`config.mk`:
```
export PLATFORM = sky130hd
export DESIGN_NAME = rr_shift_arbiter
export DESIGN_NICKNAME = d
export VERILOG_FILES = /design/src/rtl/rr_shift_arbiter.sv
export SDC_FILE = /design/constraint.sdc
export NUM_CORES = 1
export LEC_CHECK = 0
export BUFFER_PORTS_ARGS = -buffer_cell sky130_fd_sc_hd__buf_2
export CORE_MARGIN = 8
export CORE_UTILIZATION = 45
export CTS_BUF_LIST = sky130_fd_sc_hd__clkbuf_4 sky130_fd_sc_hd__clkbuf_8 sky130_fd_sc_hd__clkbuf_16
export DETAILED_ROUTE_END_ITERATION = 7
export PLACE_DENSITY = 0.74
export SYNTH_ARGS = -nofsm -noshare
export SYNTH_HDL_FRONTEND = slang
export SYNTH_SLANG_ARGS = --single-unit
```
`constraint.sdc`:
```
create_clock -name clock -period 3.6 [get_ports clock]
set_input_delay 0.9 -clock clock [delete_from_list [all_inputs] [get_ports clock]]
set_output_delay 0.9 -clock clock [all_outputs]
set_load 0.01 [all_outputs]
```
`src/rtl/rr_shift_arbiter.sv`:
```
// Round-robin arbiter with rotate / priority-encode / rotate-back winner selection and registered grant.
// Optional hold-timeout preemption is built when RR_SHIFT_ARB_TIMEOUT_EN is defined.
module rr_shift_arbiter #(
  parameter int N        = 8,
  parameter int MAX_HOLD = 16
) (
  input  logic                 clock,
  input  logic                 reset,
  input  logic [N-1:0]         req,
  input  logic                 done,
  output logic [N-1:0]         gnt,
  output logic [$clog2(N)-1:0] gnt_idx,
  output logic                 gnt_valid,
  output logic                 preempt
);

  localparam int IW = $clog2(N);

  typedef enum logic {IDLE, BUSY} state_t;

  state_t         state, state_n;
  logic [N-1:0]   gnt_q, gnt_n;
  logic [IW-1:0]  idx_q, idx_n;
  logic [IW-1:0]  ptr_q, ptr_n;
  logic           pre_q, pre_n;

  logic [N-1:0]   cand, rot, low, win_oh;
  logic [IW-1:0]  win_idx;
  logic           release_c, timeout, new_grant;

  if (N < 2 || (N & (N - 1)) != 0 || MAX_HOLD < 1) begin : g_bad_params
    $error("rr_shift_arbiter: N must be a power of two >= 2 and MAX_HOLD >= 1");
  end

  // Circular barrel shifters around a lowest-set-bit priority encoder.
  always_comb begin
    cand    = req & ~gnt_q;
    rot     = '0;
    win_oh  = '0;
    win_idx = '0;
    for (int i = 0; i < N; i++) rot[i] = cand[IW'(i) + ptr_q];
    low = rot & (~rot + N'(1));
    for (int i = 0; i < N; i++) win_oh[i] = low[IW'(i) - ptr_q];
    for (int i = 0; i < N; i++) if (win_oh[i]) win_idx = IW'(i);
  end

  always_ff @(posedge clock or posedge reset) begin
    if (reset) begin
      state <= IDLE;
      gnt_q <= '0;
      idx_q <= '0;
      ptr_q <= '0;
      pre_q <= 1'b0;
    end else begin
      state <= state_n;
      gnt_q <= gnt_n;
      idx_q <= idx_n;
      ptr_q <= ptr_n;
      pre_q <= pre_n;
    end
  end

  always_comb begin
    state_n   = state;
    gnt_n     = gnt_q;
    idx_n     = idx_q;
    ptr_n     = ptr_q;
    pre_n     = 1'b0;
    new_grant = 1'b0;
    release_c = 1'b0;
    case (state)
      IDLE: begin
        if (|cand) new_grant = 1'b1;
      end
      BUSY: begin
        release_c = done | ~req[idx_q] | timeout;
        if (release_c) begin
          if (|cand) begin
            new_grant = 1'b1;
            // A forced release only counts as preemption if the owner still wanted the resource.
            pre_n     = timeout & req[idx_q];
          end else begin
            state_n = IDLE;
            gnt_n   = '0;
            idx_n   = '0;
          end
        end
      end
      default: state_n = IDLE;
    endcase
    if (new_grant) begin
      state_n = BUSY;
      gnt_n   = win_oh;
      idx_n   = win_idx;
      ptr_n   = win_idx + IW'(1);
    end
  end

  always_comb begin
    gnt       = gnt_q;
    gnt_idx   = idx_q;
    gnt_valid = (state == BUSY);
    preempt   = pre_q;
  end

`ifdef RR_SHIFT_ARB_TIMEOUT_EN
  localparam int            CW        = $clog2(MAX_HOLD + 1);
  localparam logic [CW-1:0] HOLD_LAST = CW'(MAX_HOLD - 1);

  logic [CW-1:0] hold_cnt;

  // Saturating at the trigger value lets a late-arriving requester preempt right away.
  always_ff @(posedge clock or posedge reset) begin
    if (reset)
      hold_cnt <= '0;
    else if (new_grant || state_n == IDLE)
      hold_cnt <= '0;
    else if (state == BUSY && hold_cnt != HOLD_LAST)
      hold_cnt <= hold_cnt + 1'b1;
  end

  assign timeout = (state == BUSY) && (hold_cnt == HOLD_LAST) && (|cand) && !done;
`else
  assign timeout = 1'b0;
`endif

endmodule

```
[Yosys cells after proc, flatten, opt, wreduce, memory -nomap -nowiden]
Cells that the tools add are included.
Storage, ports and cells
  output and inout port bits: 13
  word-level logic and storage cells: 105
  bits of input ports: 11
  register bits after elaboration: 15
Cells by class
  equal/unequal tests: 1
  $add $sub $neg: 17
  reductions and logical operators: 4
  bitwise logic cells: 7
  order comparisons: 17
  mux-type cells: 55
Operators by type and width (count)
  $lt A3 B4 Y1 const B: 17
  $bmux W1 S3: 17
  $mux W8: 4
  $mux W3: 8
  $mux W1: 23
  $and A8 B8 Y8: 2
  $not A8 Y8: 2
  $add A3 B3 Y3 const A: 4
  $sub A3 B3 Y3 const A: 4
  $add A8 B1 Y8 const B: 1
  $reduce_or A8 Y1: 1
  $add A2 B3 Y3 const A: 2
  $sub A1 B3 Y3 const A: 2
  $sub A2 B3 Y3 const A: 2
  $mux W2: 2
  $reduce_bool A2 Y1: 2
  $add A1 B3 Y3 const A: 1
  $add A3 B1 Y3 const B: 1
  $reduce_and A3 Y1: 1
  $ne A2 B2 Y1 const B: 1
  $not A1 Y1: 2
  $pmux W1 S2: 1
  $or A1 B1 Y1: 1

[Depth between registers and ports, before layout]
  word-level depth: 17
  gate-level depth with buffers: 17
  mapped depth without buffers: 15

[Worst setup path after synthesis]
OpenSTA, ideal clock, no wires.
  kind: register to register
  start: register ptr_q[1]
  end: register ptr_q[1]
  data required time: 3.475 ns
  period minus slack after synthesis: 3.821 ns
  path slack: -0.221 ns
  cell stages (with the launch flop): 13
  setup time: 0.125 ns
  arrival: 3.696 ns
  path buffers: 1
  cells stage by stage: dfrtp_1 > clkbuf_1 > clkinv_1 > ha_1 > xnor2_2 > mux4_2 > mux2_2 > a21oi_1 > a2111oi_2 > or2_2 > or3_1 > ha_1 > mux2_2
On the way
  longest elaborated chain between the ends: 16
  elaborated cells on any way between the ends: 55
  those cells by class: 16 x add/sub; 37 x mux; 2 x bitwise
RTL lines
  start: declaration: RTL line 24  | logic [IW-1:0] ptr_q, ptr_n;
  start signal: assignment: RTL line 58  | ptr_q <= ptr_n;
  $add A1 B3 Y3 (tied with other cells): RTL line 41  | for (int i = 0; i < N; i++) rot[i] = cand[IW'(i) + ptr_q];
  $bmux W1 S3: RTL line 41
  $mux W1 (not written as such): RTL line 41
  $not A8 Y8: RTL line 42  | low = rot & (~rot + N'(1));
  $add A8 B1 Y8: RTL line 42
  $and A8 B8 Y8: RTL line 42
  $bmux W1 S3: RTL line 43  | for (int i = 0; i < N; i++) win_oh[i] = low[IW'(i) - ptr_q];
  $mux W1 (not written as such): RTL line 43
  $mux W1: RTL line 44  | for (int i = 0; i < N; i++) if (win_oh[i]) win_idx = IW'(i);
  $mux W2 (2 in a row): RTL line 44
  $mux W3 (3 in a row): RTL line 44
  $mux W3 (*): RTL line 44
  $add A3 B1 Y3 (*): RTL line 95  | ptr_n = win_idx + IW'(1);
Mark *: on every way between the ends. The rest lies on a longest branch, timed or not. The select of a mux whose other input is x is not followed.
A chain may end at the register's enable or synchronous reset.

[Worst setup path after layout]
  start: input port req[0]
  end: register ptr_q[1]
On the way
  longest elaborated chain between the ends: 16
  elaborated cells on any way between the ends: 50
  those cells by class: 2 x add/sub; 42 x mux; 5 x bitwise; 1 x reduce/logical
RTL lines
  start: declaration: RTL line 9  | input logic [N-1:0] req,
  $and A8 B8 Y8: RTL line 37  | cand = req & ~gnt_q;
  $bmux W1 S3: RTL line 41
  $mux W1 (not written as such): RTL line 41
  $not A8 Y8: RTL line 42
  $add A8 B1 Y8: RTL line 42
  $and A8 B8 Y8: RTL line 42
  $bmux W1 S3: RTL line 43
  $mux W1 (not written as such): RTL line 43
  $mux W1: RTL line 44
  $mux W2 (2 in a row): RTL line 44
  $mux W3 (4 in a row): RTL line 44
  $add A3 B1 Y3: RTL line 95
Several ways; a longest one is shown, not always the timed one. The select of a mux whose other input is x is not followed.

==> results.ini <==
[status]
outcome=completed

[die]
pin_count=24
rows=23
die_w_um=80.0
dieArea_um2=6400
die_y_um=80.0
initial_core_util_pct=46.4
core_um2=3970

[place]
pre_cts_slack_ns=-0.205
io_buffers=22
dp_hpwl_um=4470
dpl-instance-area_um2=2300
gp_congestion=0.903

[setup_path]
critical_path.startpoint=req[0]
rr_worst_depth=11
cp_max_fo=6
cp-end-kind=register
arrival_ns=3.66
reg2reg_from=ptr_q[0]
required_ns=3.73
crit_path_start_kind=input port
worstSetupPathType=in -> reg
timing.rr.end=ptr_q[1]
rrSetupSlack_ns=0.08

[drt]
routed_wl_um=5710
drt-wirelength-per-cell_um=18.4
vias=1889
first_pass_iters=4
via_per_inst=6.07
postRouteAntennaNets=0
drc=0
drt_iter0_markers=133

[sta]
hold_violations=0
tightestPinTransition_ns=0.598
max_freq_ghz=0.283
min_period_ns=3.53
finClkSkew_ns=0.00602
maxSlewViolCount=0
setup_tns_ns=0
finalCritPeriodShare_pct=98.1
setup_slack_ns=0.0683
max_slew_margin_pct=60.1
timing.hold.ws_ns=0.533
setup_viol=0

[yosys]
synth_cell_type_count=54
synth.area.top_cells=dfrtp_1, mux4_2, mux2i_1, o21ai_0, nand2_1
synth_common_cells=nand2_1, mux2i_1, o21ai_0
synth-edff-count=0
seq_area_frac_synth_pct=20.4
synth_top_area_share_pct=20.4
async_reset_ff_share_pct=100
synthMostInstantiatedCell=nand2_1
synth_nets=215
ys.flop_type=dfrtp_1
synth_warnings=0
ys_seq_elements=15
syn_area_um2=1840
synth.largest_area_cell=dfrtp_1
avgSynthCellArea_um2=9.18
synthesis.instances=201

[global_routing]
met2_usage_pct=31.0
grt_use_met1_pct=23.2
grt_pass1_wl_um=9470
gr-total-overflow=0
antenna_found_initial=0
grt.busiest_layer=met2
grt.total_usage_pct=18.2
use_met3_pct=1.91
first_global_vias=1961
grt_max_degree=24

[cells_and_area]
design_area_um2=2400
nNetsFinal=276
syn_to_final_growth_pct=30.1
drive_gt1_share_pct=41.8
insertedDiodeCount=0
fillCellCount=346

[clocking]
cts.sinks=15
clk_pin_slew_ns=0.06
cts-root-buf=clkbuf_8
hold_buffers=0
clock_path_buffers=2
clock_latency_ns=0.25
cts_inserted_buffers=3
cts_tree=done
cts_max_level=1

[worst_hold_path]
hold_start=gnt_idx[2]
hp-class=reg -> reg
worstHoldPathCells=1
min_delay_worst_endpoint=gnt_idx[2]

[run]
max_cap_viol_count=0

[how the worst max path moves through the flow]
| stage | endpoint | slack (ns) | cells past startpoint |
|---|---|---|---|
| 3_3_place_gp | ptr_q[1] | -0.13 | 11 |
| 2_1_floorplan | ptr_q[1] | 0.03 | 13 |
| 3_5_place_dp | ptr_q[1] | -0.21 | 11 |
| 6_report | ptr_q[1] | 0.07 | 11 |
| 5_1_grt | ptr_q[1] | -0.01 | 12 |
| 4_1_cts | ptr_q[1] | 0.03 | 11 |
[layout by cell type, fill, tap and decap left out, types with 3 or more instances in the layout]
cell      netlist  routed
and3_1          3       3
inv_1           3       3
nand3_1         5       5
mux2_2          6       6
mux2i_1        18      18
nor2b_2         0       5
clkinv_2        0       3
nand2_1        20      20
nor3b_1         4       3
a211oi_1        4       4
mux4_2         12      12
buf_2           2      22
buf_4           2      47
o21ai_0        17      17
nand2b_1        9       9
a21oi_1         7       7
dfrtp_1        15      13
nor4_1          4       4
and2_1          4       4
nor2b_1         8       3
clkbuf_8        0       3
nor2_1          8       8
[final cells by class]
| cell class | count | area [um^2] | area share (%) |
|---|---|---|---|
| timing repair buffer | 69 | 463 | 19.3 |
| tap | 50 | 62.6 | 2.61 |
| clock inverter | 1 | 5.00 | 0.209 |
| clock buffer | 3 | 41.3 | 1.72 |
| inverter | 5 | 21.3 | 0.886 |
| sequential | 15 | 378 | 15.7 |
| multi-input combinational | 168 | 1430 | 59.5 |
[per-stage QoR]
stage	utilization (%)	instances
finish	60.4	311
global route	60.4	311
CTS	59.0	308
detailed placement	57.8	304
global placement	57.8	304
floorplan	-	201
[worst max-delay path, stage by stage]
cell       delay (ns)
buf_2            0.12
nor2b_2          0.19
mux4_2           0.55
mux2i_4          0.22
o2111ai_4        0.16
a211o_1          0.31
mux4_2           0.48
and3b_1          0.20
inv_1            0.06
ha_1             0.22
mux2_2           0.26
[timing repair]
| action | 4_1_cts | 5_1_grt |
|---|---|---|
| endpoints found under the setup margin | 0 | 2 |
| endpoints found under the hold margin | 0 | 0 |
| resized for setup | 0 | 10 |
| buffers inserted | 0 | 3 |
[state kept, by name, indices dropped and copies added (netlist names)]
register,flops
gnt_valid,1
ptr_q,3
gnt,8
gnt_idx,3
[metal layers]
layer,part of all wire [%],vias to the layer above
met1,43,914
li1,-,889
met4,2.5,0
met3,4.9,12
met2,49,74
met5,0,-
[kinds of logic (layout without fill, tap and decap cells)]
kind of cell             Yosys count  in the layout  share of synthesized area, %
multiplexers                      37             37                          29.3
AND/OR/NAND/NOR                   78             78                          23.6
adder cells (fa/ha/maj)            3              3                          2.04
flip-flops                        15             15                          20.4
buffers and inverters             18             78                          4.61
other                              1              1                         0.203
XOR/XNOR                           2              2                          2.37
AO/OA/AOI/OAI                     47             47                          17.5
Power is left out: the tool's default activity adds up to more than one toggle a clock period on the data nets, which glitch-free logic cannot reach.
